--- src/rtl/card_row_render_pkg.sv ---
// card_row_render_pkg: shared card geometry, code encoding and helpers
package card_row_render_pkg;
  localparam int CARD_W = 32;
  localparam int CARD_H = 46;
  typedef logic [5:0] code_t;
  localparam code_t CODE_BG = 6'd54;
  localparam code_t CODE_FACE_A = 6'd52;
  localparam code_t CODE_FACE_B = 6'd53;
  typedef enum logic [1:0] {SUIT_CLUB, SUIT_DIAMOND, SUIT_HEART, SUIT_SPADE} suit_e;
  function automatic code_t card_code(suit_e s, logic [3:0] rank);
    return code_t'(6'(s) * 6'd13 + 6'(rank));
  endfunction
endpackage

--- src/rtl/card_hand_buf.sv ---
// card_hand_buf: shadow/active hand buffers with commit and frame-boundary copy
module card_hand_buf
  import card_row_render_pkg::*;
(
  input  logic             clk,
  input  logic             rst,
  input  logic             wr_en,
  input  logic [3:0]       wr_idx,
  input  code_t            wr_card,
  input  logic [4:0]       cnt_in,
  input  logic             commit,
  input  logic             swap,
  output code_t [15:0]     active,
  output logic  [4:0]      active_cnt,
  output logic             busy
);
  code_t [15:0] shadow_q, shadow_d, active_q, active_d;
  logic [4:0] shadow_cnt_q, shadow_cnt_d, active_cnt_q, active_cnt_d;
  logic busy_q, busy_d, do_copy;
  always_comb begin
    shadow_d = shadow_q;
    if (wr_en) shadow_d[wr_idx] = wr_card;
    do_copy = busy_q & swap;
    shadow_cnt_d = commit ? (cnt_in > 5'd16 ? 5'd16 : cnt_in) : shadow_cnt_q;
    active_d = do_copy ? shadow_d : active_q;
    active_cnt_d = do_copy ? shadow_cnt_q : active_cnt_q;
    busy_d = commit | (busy_q & ~swap);
  end
  always_ff @(posedge clk) begin
    if (rst) begin
      shadow_q <= '0;
      active_q <= '0;
      shadow_cnt_q <= '0;
      active_cnt_q <= '0;
      busy_q <= 1'b0;
    end else begin
      shadow_q <= shadow_d;
      active_q <= active_d;
      shadow_cnt_q <= shadow_cnt_d;
      active_cnt_q <= active_cnt_d;
      busy_q <= busy_d;
    end
  end
  assign active = active_q;
  assign active_cnt = active_cnt_q;
  assign busy = busy_q;
endmodule

--- src/rtl/card_row_render.sv ---
// card_row_render: renders a row of card slots as ROM lookups in a 3-cycle pixel pipeline
module card_row_render
  import card_row_render_pkg::*;
#(
  parameter int unsigned X0    = 64,
  parameter int unsigned Y0    = 400,
  parameter int unsigned PITCH = 36,
  parameter int unsigned SLOTS = 16
) (
  input  logic        clk_25MHz,
  input  logic        rst,
  input  logic [9:0]  h_cnt,
  input  logic [9:0]  v_cnt,
  input  logic        video_valid,
  input  logic        hand_wr_en,
  input  logic [3:0]  hand_wr_idx,
  input  logic [5:0]  hand_wr_card,
  input  logic [4:0]  hand_cnt,
  input  logic        hand_commit,
  output logic        commit_busy,
  output logic [5:0]  pixel_x,
  output logic [5:0]  pixel_y,
  output logic [5:0]  card_type,
  input  logic [11:0] card_pixel,
  output logic [11:0] rgb,
  output logic        rgb_valid
);
  localparam logic [9:0] X_LO = 10'(X0);
  localparam logic [9:0] X_HI = 10'(X0 + PITCH * SLOTS);
  localparam logic [9:0] Y_LO = 10'(Y0);
  localparam logic [9:0] Y_HI = 10'(Y0 + CARD_H);
  localparam logic [5:0] COL_MAX = 6'(PITCH - 1);
  localparam logic [5:0] COL_VIS = 6'(CARD_W);
  localparam logic [3:0] SLOT_MAX = 4'(SLOTS - 1);
  code_t [15:0] active;
  logic [4:0] active_cnt;
  logic [5:0] col_q, col_d, px_q, px_d, py_q, py_d;
  logic [3:0] slot_q, slot_d;
  code_t ct_q, ct_d;
  logic [11:0] rgb_q, rgb_d;
  logic v1_q, v2_q, v3_q, at_x0, wrap, in_card, swap;
  card_hand_buf u_buf (
    .clk        (clk_25MHz),
    .rst        (rst),
    .wr_en      (hand_wr_en),
    .wr_idx     (hand_wr_idx),
    .wr_card    (hand_wr_card),
    .cnt_in     (hand_cnt),
    .commit     (hand_commit),
    .swap       (swap),
    .active     (active),
    .active_cnt (active_cnt),
    .busy       (commit_busy)
  );
  always_comb begin
    swap = v_cnt == 10'd480 && h_cnt == 10'd0;
    at_x0 = h_cnt == X_LO;
    wrap = col_q == COL_MAX;
    col_d = at_x0 || wrap ? '0 : col_q + 6'd1;
    slot_d = at_x0 ? '0 : wrap && slot_q != SLOT_MAX ? slot_q + 4'd1 : slot_q;
    in_card = video_valid && v_cnt >= Y_LO && v_cnt < Y_HI && h_cnt >= X_LO && h_cnt < X_HI &&
              col_d < COL_VIS && {1'b0, slot_d} < active_cnt;
    px_d = in_card ? col_d : '0;
    py_d = in_card ? 6'(v_cnt - Y_LO) : '0;
    ct_d = in_card ? active[slot_d] : CODE_BG;
    rgb_d = v2_q ? card_pixel : '0;
  end
  always_ff @(posedge clk_25MHz) begin
    if (rst) begin
      col_q <= '0;
      slot_q <= '0;
      px_q <= '0;
      py_q <= '0;
      ct_q <= CODE_BG;
      rgb_q <= '0;
      v1_q <= 1'b0;
      v2_q <= 1'b0;
      v3_q <= 1'b0;
    end else begin
      col_q <= col_d;
      slot_q <= slot_d;
      px_q <= px_d;
      py_q <= py_d;
      ct_q <= ct_d;
      rgb_q <= rgb_d;
      v1_q <= video_valid;
      v2_q <= v1_q;
      v3_q <= v2_q;
    end
  end
  assign pixel_x = px_q;
  assign pixel_y = py_q;
  assign card_type = ct_q;
  assign rgb = rgb_q;
  assign rgb_valid = v3_q;
endmodule

--- config.mk ---
export PLATFORM = sky130hd
export DESIGN_NAME = card_row_render
export DESIGN_NICKNAME = d
export VERILOG_FILES = /design/src/rtl/card_row_render_pkg.sv /design/src/rtl/card_hand_buf.sv /design/src/rtl/card_row_render.sv
export SDC_FILE = /design/constraint.sdc
export NUM_CORES = 1
export LEC_CHECK = 0
export CAP_MARGIN = 30
export CORE_MARGIN = 2
export CORE_UTILIZATION = 35
export DETAILED_ROUTE_END_ITERATION = 8
export GPL_ROUTABILITY_DRIVEN = 0
export PLACE_DENSITY = 0.52
export SETUP_SLACK_MARGIN = 0.5
export SYNTH_ARGS = -nofsm -noshare
export SYNTH_HDL_FRONTEND = slang
export SYNTH_HIERARCHICAL = 1
export SYNTH_SLANG_ARGS = --single-unit
--- constraint.sdc ---
create_clock -name clk_25MHz -period 9.4 [get_ports clk_25MHz]
set_input_delay 1.88 -clock clk_25MHz [delete_from_list [all_inputs] [get_ports clk_25MHz]]
set_output_delay 1.88 -clock clk_25MHz [all_outputs]
set_load 0.01 [all_outputs]
Word-level counts from Yosys, hierarchy flattened. Cells that the tools add are included.

Add/sub/neg operators: 3. Magnitude comparators: 10. Eq/ne operators: 4. Multiplexer cells: 10. Bitwise gates (word level): 6. Reduce and logical (&&, ||, !) cells: 13.

Operators by type and width (count): $bwmux W96 (1); $mux W96 (1); $bmux W6 S4 (1); $demux W6 S4 (1); $mux W6 (3); $eq A10 B7 Y1 const B (1); $eq A10 B9 Y1 const B (1); $ge A10 B7 Y1 const B (1); $ge A10 B9 Y1 const B (1); $logic_not A10 Y1 (1); $lt A10 B10 Y1 const B (1); $lt A10 B9 Y1 const B (1); $lt A4 B5 Y1 const B (2); $logic_and A1 B1 Y1 (9); $mux W4 (2); $add A6 B1 Y6 const B (1); $eq A6 B6 Y1 const B (1); $lt A6 B6 Y1 const B (1); $sub A6 B5 Y6 const B (1); $gt A5 B5 Y1 const B (1); $lt A4 B5 Y1 (1); $mux W5 (1); $add A4 B1 Y4 const B (1); $ge A4 B1 Y1 const B (1); 6 further kinds (10).

Register bits: 246. Output and inout bits: 32. Word-level logic and storage cells: 90.

Depth between registers and ports, before layout. Gate-level depths: netlist (run 1).

Depth after elaboration: 9. Gate-level depth with buffers: 14. Mapped depth without buffers: 14.

Hierarchy. Netlist (run 1), hierarchy kept.

By module, submodules not included: card_hand_buf (times used 1, cells each 831, area an instance 7460.9 um^2, seq. area each 4063.9 um^2); card_row_render (times used 1, cells each 302, area an instance 2459.9 um^2, seq. area each 860.8 um^2).

Least setup slack after synthesis (run 1). OpenSTA, ideal clock, no wires.

Path kind: input -> register. From: input port h_cnt[3]. To: register ct_q[4] (netlist: card_type[4]). Library setup time: 0.118 ns. Arrival: 4.766 ns. Required time: 9.282 ns. Path slack: 4.516 ns. Stages: 13. Path through: nor4_1 -> nand3_1 -> o311ai_1 -> inv_1 -> clkbuf_1 -> ha_1 -> a21o_1 -> a21o_1 -> a2111o_1 -> a311oi_1 -> o221ai_1 -> a31oi_1 -> nand2_1.

Elaborated cells between the ends (all ways): 16. Classes of those cells: order compare (4); eq/ne (1); mux (4); bitwise (1); reduce/logical (6).

RTL lines: start: declaration (RTL line card_row_render.sv:12) `input logic [9:0] h_cnt,`; $eq A10 B7 Y1 * (RTL line card_row_render.sv:57) `at_x0 = h_cnt == X_LO;`; $mux W4 * (RTL line card_row_render.sv:60) `slot_d = at_x0 ? '0 : wrap && slot_q != SLOT_MAX ? slot_q + 4'd1 : slot_q;`; named net slot_d[2] (RTL line card_row_render.sv:38) `logic [3:0] slot_q, slot_d;`; $lt A4 B5 Y1 (RTL line card_row_render.sv:62) `col_d < COL_VIS && {1'b0, slot_d} < active_cnt;`; $logic_and A1 B1 Y1 (RTL line card_row_render.sv:62); $not A1 Y1 (no line); $reduce_or A2 Y1 (no line); end signal: assignment (RTL line card_row_render.sv:84) `ct_q <= ct_d;`; end: declaration (RTL line card_row_render.sv:39) `code_t ct_q, ct_d;`.

The timed path passes the listed nets; every way through them passes the cells marked *. The select of a mux whose other input is x is not followed. A chain may end at the register's enable or synchronous reset.

Worst setup path in the final report (run 1).
From: input port h_cnt[3]. To: register ct_q[5] (netlist: card_type[5]).

Word-level cells in the longest chain between the ends: 8. Elaborated cells between the ends (all ways): 16. Classes of those cells: order compare (4); eq/ne (1); mux (4); bitwise (1); reduce/logical (6).

Ends and longest elaborated chain: $eq A10 B7 Y1 (RTL line card_row_render.sv:57); $logic_or A1 B1 Y1 (RTL line card_row_render.sv:59) `col_d = at_x0 || wrap ? '0 : col_q + 6'd1;`; $mux W6 (RTL line card_row_render.sv:59); $lt A6 B6 Y1 (RTL line card_row_render.sv:62); $logic_and A1 B1 Y1 (RTL line card_row_render.sv:61) `in_card = video_valid && v_cnt >= Y_LO && v_cnt < Y_HI && h_cnt >= X_LO && h_cnt < X_HI &&`; $logic_and A1 B1 Y1 (RTL line card_row_render.sv:62); $not A1 Y1 (no line); $reduce_or A2 Y1 (no line).

Several ways; a longest one is shown, not always the timed one. The select of a mux whose other input is x is not followed.

==> results of run 1 <==
## cells in the mapped netlist (all sizes together), types with 2 or more instances
cell | instances | area [um2]
a31oi | 4 | 25.0
nor4 | 3 | 18.8
and3b | 16 | 140
dfxtp | 246 | 4920
and2 | 18 | 113
o22ai | 4 | 25.0
nand3b | 7 | 52.6
a21o | 4 | 30.0
or3 | 2 | 12.5
clkbuf | 57 | 221
nand3 | 29 | 145
mux4 | 2 | 45.0
o21a | 2 | 15.0
inv | 10 | 37.5
or2 | 2 | 15.0
buf | 36 | 233
o21ai | 97 | 485
nand4 | 5 | 31.3
xnor2 | 3 | 26.3
a211oi | 3 | 22.5
mux2 | 5 | 56.3
a22o | 2 | 17.5
a22oi | 2 | 15.0
nor2 | 119 | 447
o31ai | 2 | 15.0
nand4b | 2 | 17.5
mux2i | 19 | 190
nand2 | 163 | 612
nor3b | 8 | 101
ha | 9 | 113
nor3 | 3 | 15.0
nor2b | 4 | 25.0
o221ai | 2 | 17.5
a21oi | 115 | 587
and3 | 11 | 68.8
nand2b | 7 | 46.3
a32oi | 2 | 17.5
a311oi | 97 | 850
## registers in the layout (all words and copies together), names as in the netlist
register	count
col_q	6
v1_q	1
u_buf/active	96
pixel_x	6
u_buf/shadow_q	96
u_buf/shadow_cnt_q	5
pixel_y	6
v2_q	1
rgb	12
slot_q	4
u_buf/active_cnt	5
card_type	6
rgb_valid	1
u_buf/busy	1
## cells by family (layout without fill, tap and decap cells)
family / after synthesis / count (layout)
flops: 246 / 246
simple gates: 402 / 402
compound gates: 341 / 341
mux: 26 / 26
other cells: 1 / 1
xor+xnor: 4 / 4
fa+ha+maj: 9 / 9
buf+inv: 104 / 164
## layout by cell type (no fill, tap or decap), drive strengths merged, types with 3 or more instances in the layout
master | netlist | routed
clkbuf | 57 | 47
a21o | 4 | 4
inv | 10 | 10
nand3 | 29 | 29
nor3 | 3 | 3
buf | 36 | 20
o22ai | 4 | 4
a311oi | 97 | 97
a21oi | 115 | 115
clkinv | 1 | 4
and2 | 18 | 18
and3b | 16 | 16
a31oi | 4 | 4
nand2b | 7 | 7
dfxtp | 246 | 246
and3 | 11 | 11
nor3b | 8 | 8
mux2 | 5 | 5
nand2 | 163 | 163
a211oi | 3 | 3
nand3b | 7 | 7
ha | 9 | 9
clkdlybuf4s50 | 0 | 82
mux2i | 19 | 19
nor2b | 4 | 4
nor4 | 3 | 3
nor2 | 119 | 119
o21ai | 97 | 97
xnor2 | 3 | 3
nand4 | 5 | 5
## path summary, 6_finish.rpt
kind            start            to
max          h_cnt[3]  card_type[5]
min              v1_q          v2_q
max reg2reg  col_q[0]  card_type[5]
min reg2reg      v1_q          v2_q
## critical path, delay by kind of cell
family | cells | cell delay [ps]
AOI/OAI and AO/OA | 7 | 1520
buffers and inverters | 4 | 1370
adders and majority gates | 1 | 410
and+or+nand+nor | 3 | 900
## layout make-up
class                           count  area, um2
Inverter                           11       41.3
Tap cell                          378        473
Sequential cell                   246       4920
Multi-Input combinational cell    783       4530
Fill cell                        2758      15900
Clock buffer                       47        893
Timing Repair Buffer              102       1030
Clock inverter                      4       45.0
## metrics by stage
stage	total power, uW	instance area, um2	instances
floorplan	1130	9920	1133
global placement	1180	10900	1517
detailed placement	1180	11000	1519
CTS	2280	11900	1570
global route	2330	11900	1571
finish	2250	11900	1571
## power breakdown
| group | internal [uW] | switching [uW] |
|---|---|---|
| sequential | 1050 | 3.03 |
| clock | 668 | 423 |
| combinational | 40.7 | 66.8 |
## routing by layer
| layer | share of wire | vias up | routed length (um) | track usage |
|---|---|---|---|---|
| met4 | 0.017 | 0 | 474 | 0.0479 |
| met5 | 0 | - | 0 | 0 |
| li1 | - | 4138 | - | - |
| met1 | 0.48 | 3962 | 13500 | 0.268 |
| met2 | 0.44 | 241 | 12400 | 0.296 |
| met3 | 0.058 | 36 | 1620 | 0.0309 |
==> metrics.txt, run 1 <==
FFs w/ async S/R, synth 0; Yosys cell types 59; WHS Path Cells 1; ratio of cells with drive above 1 in the final layout 0.0729; CTS clk-pin slew, worst paths 60 ps; pin count of the biggest net entering global routing between 100 and 150; Post-DP HPWL roughly 17 mm; Achievable Freq 177 MHz; post-synthesis simple-gate area fraction 0.191; residual antenna-violating net count after detailed routing 0; total grt overflow 0; R2R setup slack 5120 ps; status complete, no violations; total number of vias between 8000 and 9000; Die Width 172 um; Root Buffer clkbuf_16; Worst Tran Pin Value 972 ps; Synth Warn # 6; Syn Inst Count 1133; Startpoint Class input port; Remaining DRCs 0; Initial Utilization 0.356; CTS tree built; Slowest-stage cell, CP nor4_1; peak supply drop 0.129 mV; PostCTS Resize Cnt 0; cts bufs inserted 28; RSZ-0062 raised after global routing false; combinational family with the most area after synthesis compound AO/OA/AOI/OAI gates; overall die height 172 um; antenna diode count 0; Leak just under 0.004 uW; # setup viols final 0; Sink Count 246; DR WL/cell 17.8 um; Core Util, Final 0.429; Total GRT Usage 0.188; Pwr Density 189 mW/mm2; Post-Synth XOR/XNOR Area 0.00353; Tmin final 5660 ps; Crit. End Element flop; vias per std cell approximately 5.3; first drt pass iteration count 6; Buffers on Ports 83; post-CTS setup buffer count 0; Core ar. 0.0279 mm2; initial DRC count 597; Final Skew 8.73 ps; initial antenna violation count 0; synthesized cell area 0.00992 mm2; CP required 9810 ps; Die ar. 0.0297 mm2; post-synthesis sequential area ratio 0.496; worst slack, placed 3180 ps; total negative setup slack 0 ps; Post-synth EDFFs 0; CTS Hold Bufs 0; PnR worst setup slack 3740 ps; vias in the first global route about 7700; Compound-Gate Fraction of Synth Area 0.218; worst-case hold slack 456 ps; WP data arrival 6070 ps; Post-Synth Adder-Cell Area 0.0114; Max-Slew Margin vs Limit 0.352; Avg Synthesized Cell Area 8.76 um2; final hold viol count 0; WS Path Type input port to flop; clk_lat worst skew 540 ps; cell breakdown of the critical path clkdlybuf4s50_1 -> nor4_1 -> nand3_1 -> o311ai_4 -> buf_4 -> inv_1 -> ha_1 -> a21o_1 -> a21o_1 -> a2111o_1 -> a311oi_2 -> buf_4 -> o221ai_1 -> a31oi_1 -> nand2_1; Max Slew Vio Count 0; Ports 84; std cell rows 61; Max Cap Violations 0; CP max FO 24; Mapped Nets 1194; FF-to-FF path depth 15; Final #Nets 1233; crit share post-route 0.602; CTS max path bufs 3; Max stage delay on crit path 460 ps; Synth Flop Type dfxtp_1; first-pass GRT wire length 44.0 mm; mux contribution to synthesized area 0.0294; H-tree Lvls 1; routed wire length roughly 28 mm; min-delay worst type flop to flop; Area growth, synth to finish 20.3%; number of synthesized register bits around 250
No activity file was read; power rests on OpenSTA's default activity.
==> run 2: changes to the inputs <==
- clock period: 9.4 -> 5.35 ns (I/O delays scaled with it)
==> run 2 against run 1 <==
- sequential power grew 76%
- combinational power grew 72%
- highest routed layer unchanged
- global-route usage shrank 0.051 points
- register-to-register slack lost 3500 ps
==> metrics.txt, run 2 (synthesis results as in run 1) <==
Ports 84 (unchanged); Top Family by Delay on Critical Path compound AO/OA/AOI/OAI gates (unchanged); fill count 2800 (was 2758); cts bufs inserted 27 (was 28); Post-DP HPWL 16.9 mm (was 16.6 mm); CP required 5750 ps (was 9810 ps); Die Width 172 um (unchanged); Remaining DRCs 0 (unchanged); total negative setup slack 0 ps (unchanged); CTS Hold Bufs 0 (unchanged); first-pass GRT wire length 43.7 mm (was 44.0 mm); vias per std cell 5.30 (was 5.33); Die ar. 0.0297 mm2 (unchanged); layer with the highest usage met2 (unchanged); WP data arrival 4710 ps (was 6070 ps); Crit path buffers/inverters 4 (unchanged); overall die height 172 um (unchanged); Max Slew Vio Count 0 (unchanged); post-CTS setup buffer count 0 (unchanged); # setup viols final 0 (unchanged); RSZ-0062 raised after global routing false (unchanged); PostCTS Resize Cnt 0 (unchanged); initial DRC count 602 (was 597); residual antenna-violating net count after detailed routing 0 (unchanged); DR WL/cell 18.1 um (was 17.8 um); WS Path Type input port to flop (unchanged); worst-case hold slack 441 ps (was 456 ps); Pwr Density 321 mW/mm2 (was 189 mW/mm2); cell breakdown of the critical path clkdlybuf4s50_1 -> nor4b_1 -> and3_1 -> a21o_1 -> clkinv_1 -> buf_4 -> ha_1 -> a21o_1 -> a21o_1 -> a2111o_1 -> a311oi_2 -> buf_4 -> o221ai_1 -> a31oi_1 -> nand2_1 (was clkdlybuf4s50_1 -> nor4_1 -> nand3_1 -> o311ai_4 -> buf_4 -> inv_1 -> ha_1 -> a21o_1 -> a21o_1 -> a2111o_1 -> a311oi_2 -> buf_4 -> o221ai_1 -> a31oi_1 -> nand2_1); Root Buffer clkbuf_16 (unchanged); Sink Count 246 (unchanged); final hold viol count 0 (unchanged); routed wire length 28.5 mm (was 28.0 mm); Crit. End Element flop (unchanged); total number of vias 8340 (was 8377); Worst Tran Pin Value 994 ps (was 972 ps); std cell rows 61 (unchanged); Slowest-stage cell, CP clkdlybuf4s50_1 (was nor4_1); CTS max path bufs 3 (unchanged); Startpoint Class input port (unchanged); CTS tree built (unchanged); initial antenna violation count 0 (unchanged); Max Cap Violations 0 (unchanged); most frequent cells in the layout dfxtp_1, nand2_1, nor2_1 (unchanged); Total GRT Usage 0.188 (about the same); vias in the first global route 7648 (was 7675); status complete, no violations (unchanged); Leak 0.00389 uW (was 0.00391 uW); ratio of cells with drive above 1 in the final layout 0.0778 (was 0.0729); H-tree Lvls 1 (unchanged); Final #Nets 1238 (was 1233); peak supply drop 0.225 mV (was 0.129 mV); Core ar. 0.0279 mm2 (unchanged); min-delay worst type flop to flop (unchanged); Area growth, synth to finish 19.6% (was 20.3%); crit share post-route 0.804; total grt overflow 0 (unchanged); first drt pass iteration count 5 (was 6); clk_lat worst skew 530 ps (was 540 ps); pin count of the biggest net entering global routing 126 (was 133); CTS clk-pin slew, worst paths 60 ps (about the same); Max stage delay on crit path 440 ps (was 460 ps); met2 Use GR 0.306 (was 0.296); critical path's most frequent cell a21o_1; CP max FO 8 (was 24); M1 GR Usage 0.259 (was 0.268); Final Skew 8.92 ps (was 8.73 ps); Buffers on Ports 83 (unchanged); Tmin final 4300 ps; Max-Slew Margin vs Limit 0.335 (was 0.352); Achievable Freq 232 MHz; antenna diode count 0 (unchanged); met3 usage 0.0304 (was 0.0309); Initial Utilization 0.356 (unchanged); commonest non-fill, non-tap cell in the layout dfxtp_1 (unchanged)
[run 2: cell count changes in the layout (fill, tap and decap cells not counted)]
cell and change:
buf_4 +6, clkinv_2 +4, buf_16 -3, clkbuf_1 -3, buf_12 +2, clkbuf_16 -2, clkbuf_8 -2, buf_8 +1
bufinv_16 -1, inv_6 +1
[run 2: per-stage QoR]
step,cell area [um2],worst slack [ps],std cells,util,total power (uW)
after global placement,11000,590,1525,0.395,2080
after global routing,11900,712,1574,0.426,3960
after detailed placement,11000,417,1525,0.395,2080
final,11900,1050,1574,0.426,3810
after floorplan,9920,1280,1133,-,1990
after CTS,11900,1010,1573,0.425,3870
[run 2: layout make-up]
class | count | area, um2 | share of cell area
Tap cell | 378 | 473 | 0.0399
Clock inverter | 8 | 43.8 | 0.00369
Clock buffer | 40 | 805 | 0.0678
Multi-Input combinational cell | 783 | 4530 | 0.381
Timing Repair Buffer | 108 | 1050 | 0.0887
Inverter | 11 | 41.3 | 0.00348
Sequential cell | 246 | 4920 | 0.415
[run 2: worst paths after layout]
| check | startpoint | end | slack, ps | cells past startpoint |
|---|---|---|---|---|
| worst max-delay path | h_cnt[7] | card_type[4] | 1050 | 15 |
| worst min register to register | v1_q | v2_q | 440 | 1 |
| worst max register to register | col_q[0] | card_type[4] | 1590 | 15 |
| worst min-delay path | v1_q | v2_q | 440 | 1 |
[run 2: per-layer routing]
metal / vias up / routed length (um)
met5: - / 0
met2: 227 / 12800
met3: 43 / 1560
met4: 0 / 598
li1: 4147 / -
met1: 3923 / 13500
[run 2: worst reg2reg max path: cells and delay by family (launching register included)]
kind / cells / cell delay (ps)
adder cells (fa/ha/maj): 2 / 550
buffers and inverters: 3 / 490
AO/OA/AOI/OAI: 5 / 1320
flip-flops: 1 / 380
multiplexers: 1 / 380
AND/OR/NAND/NOR: 4 / 530
[run 2: report_power, final]
group	switching, uW	internal, uW	leakage [uW]
registers	5.16	1850	0.00199
logic	118	68.0	0.00147
clock network	737	1030	0.000428
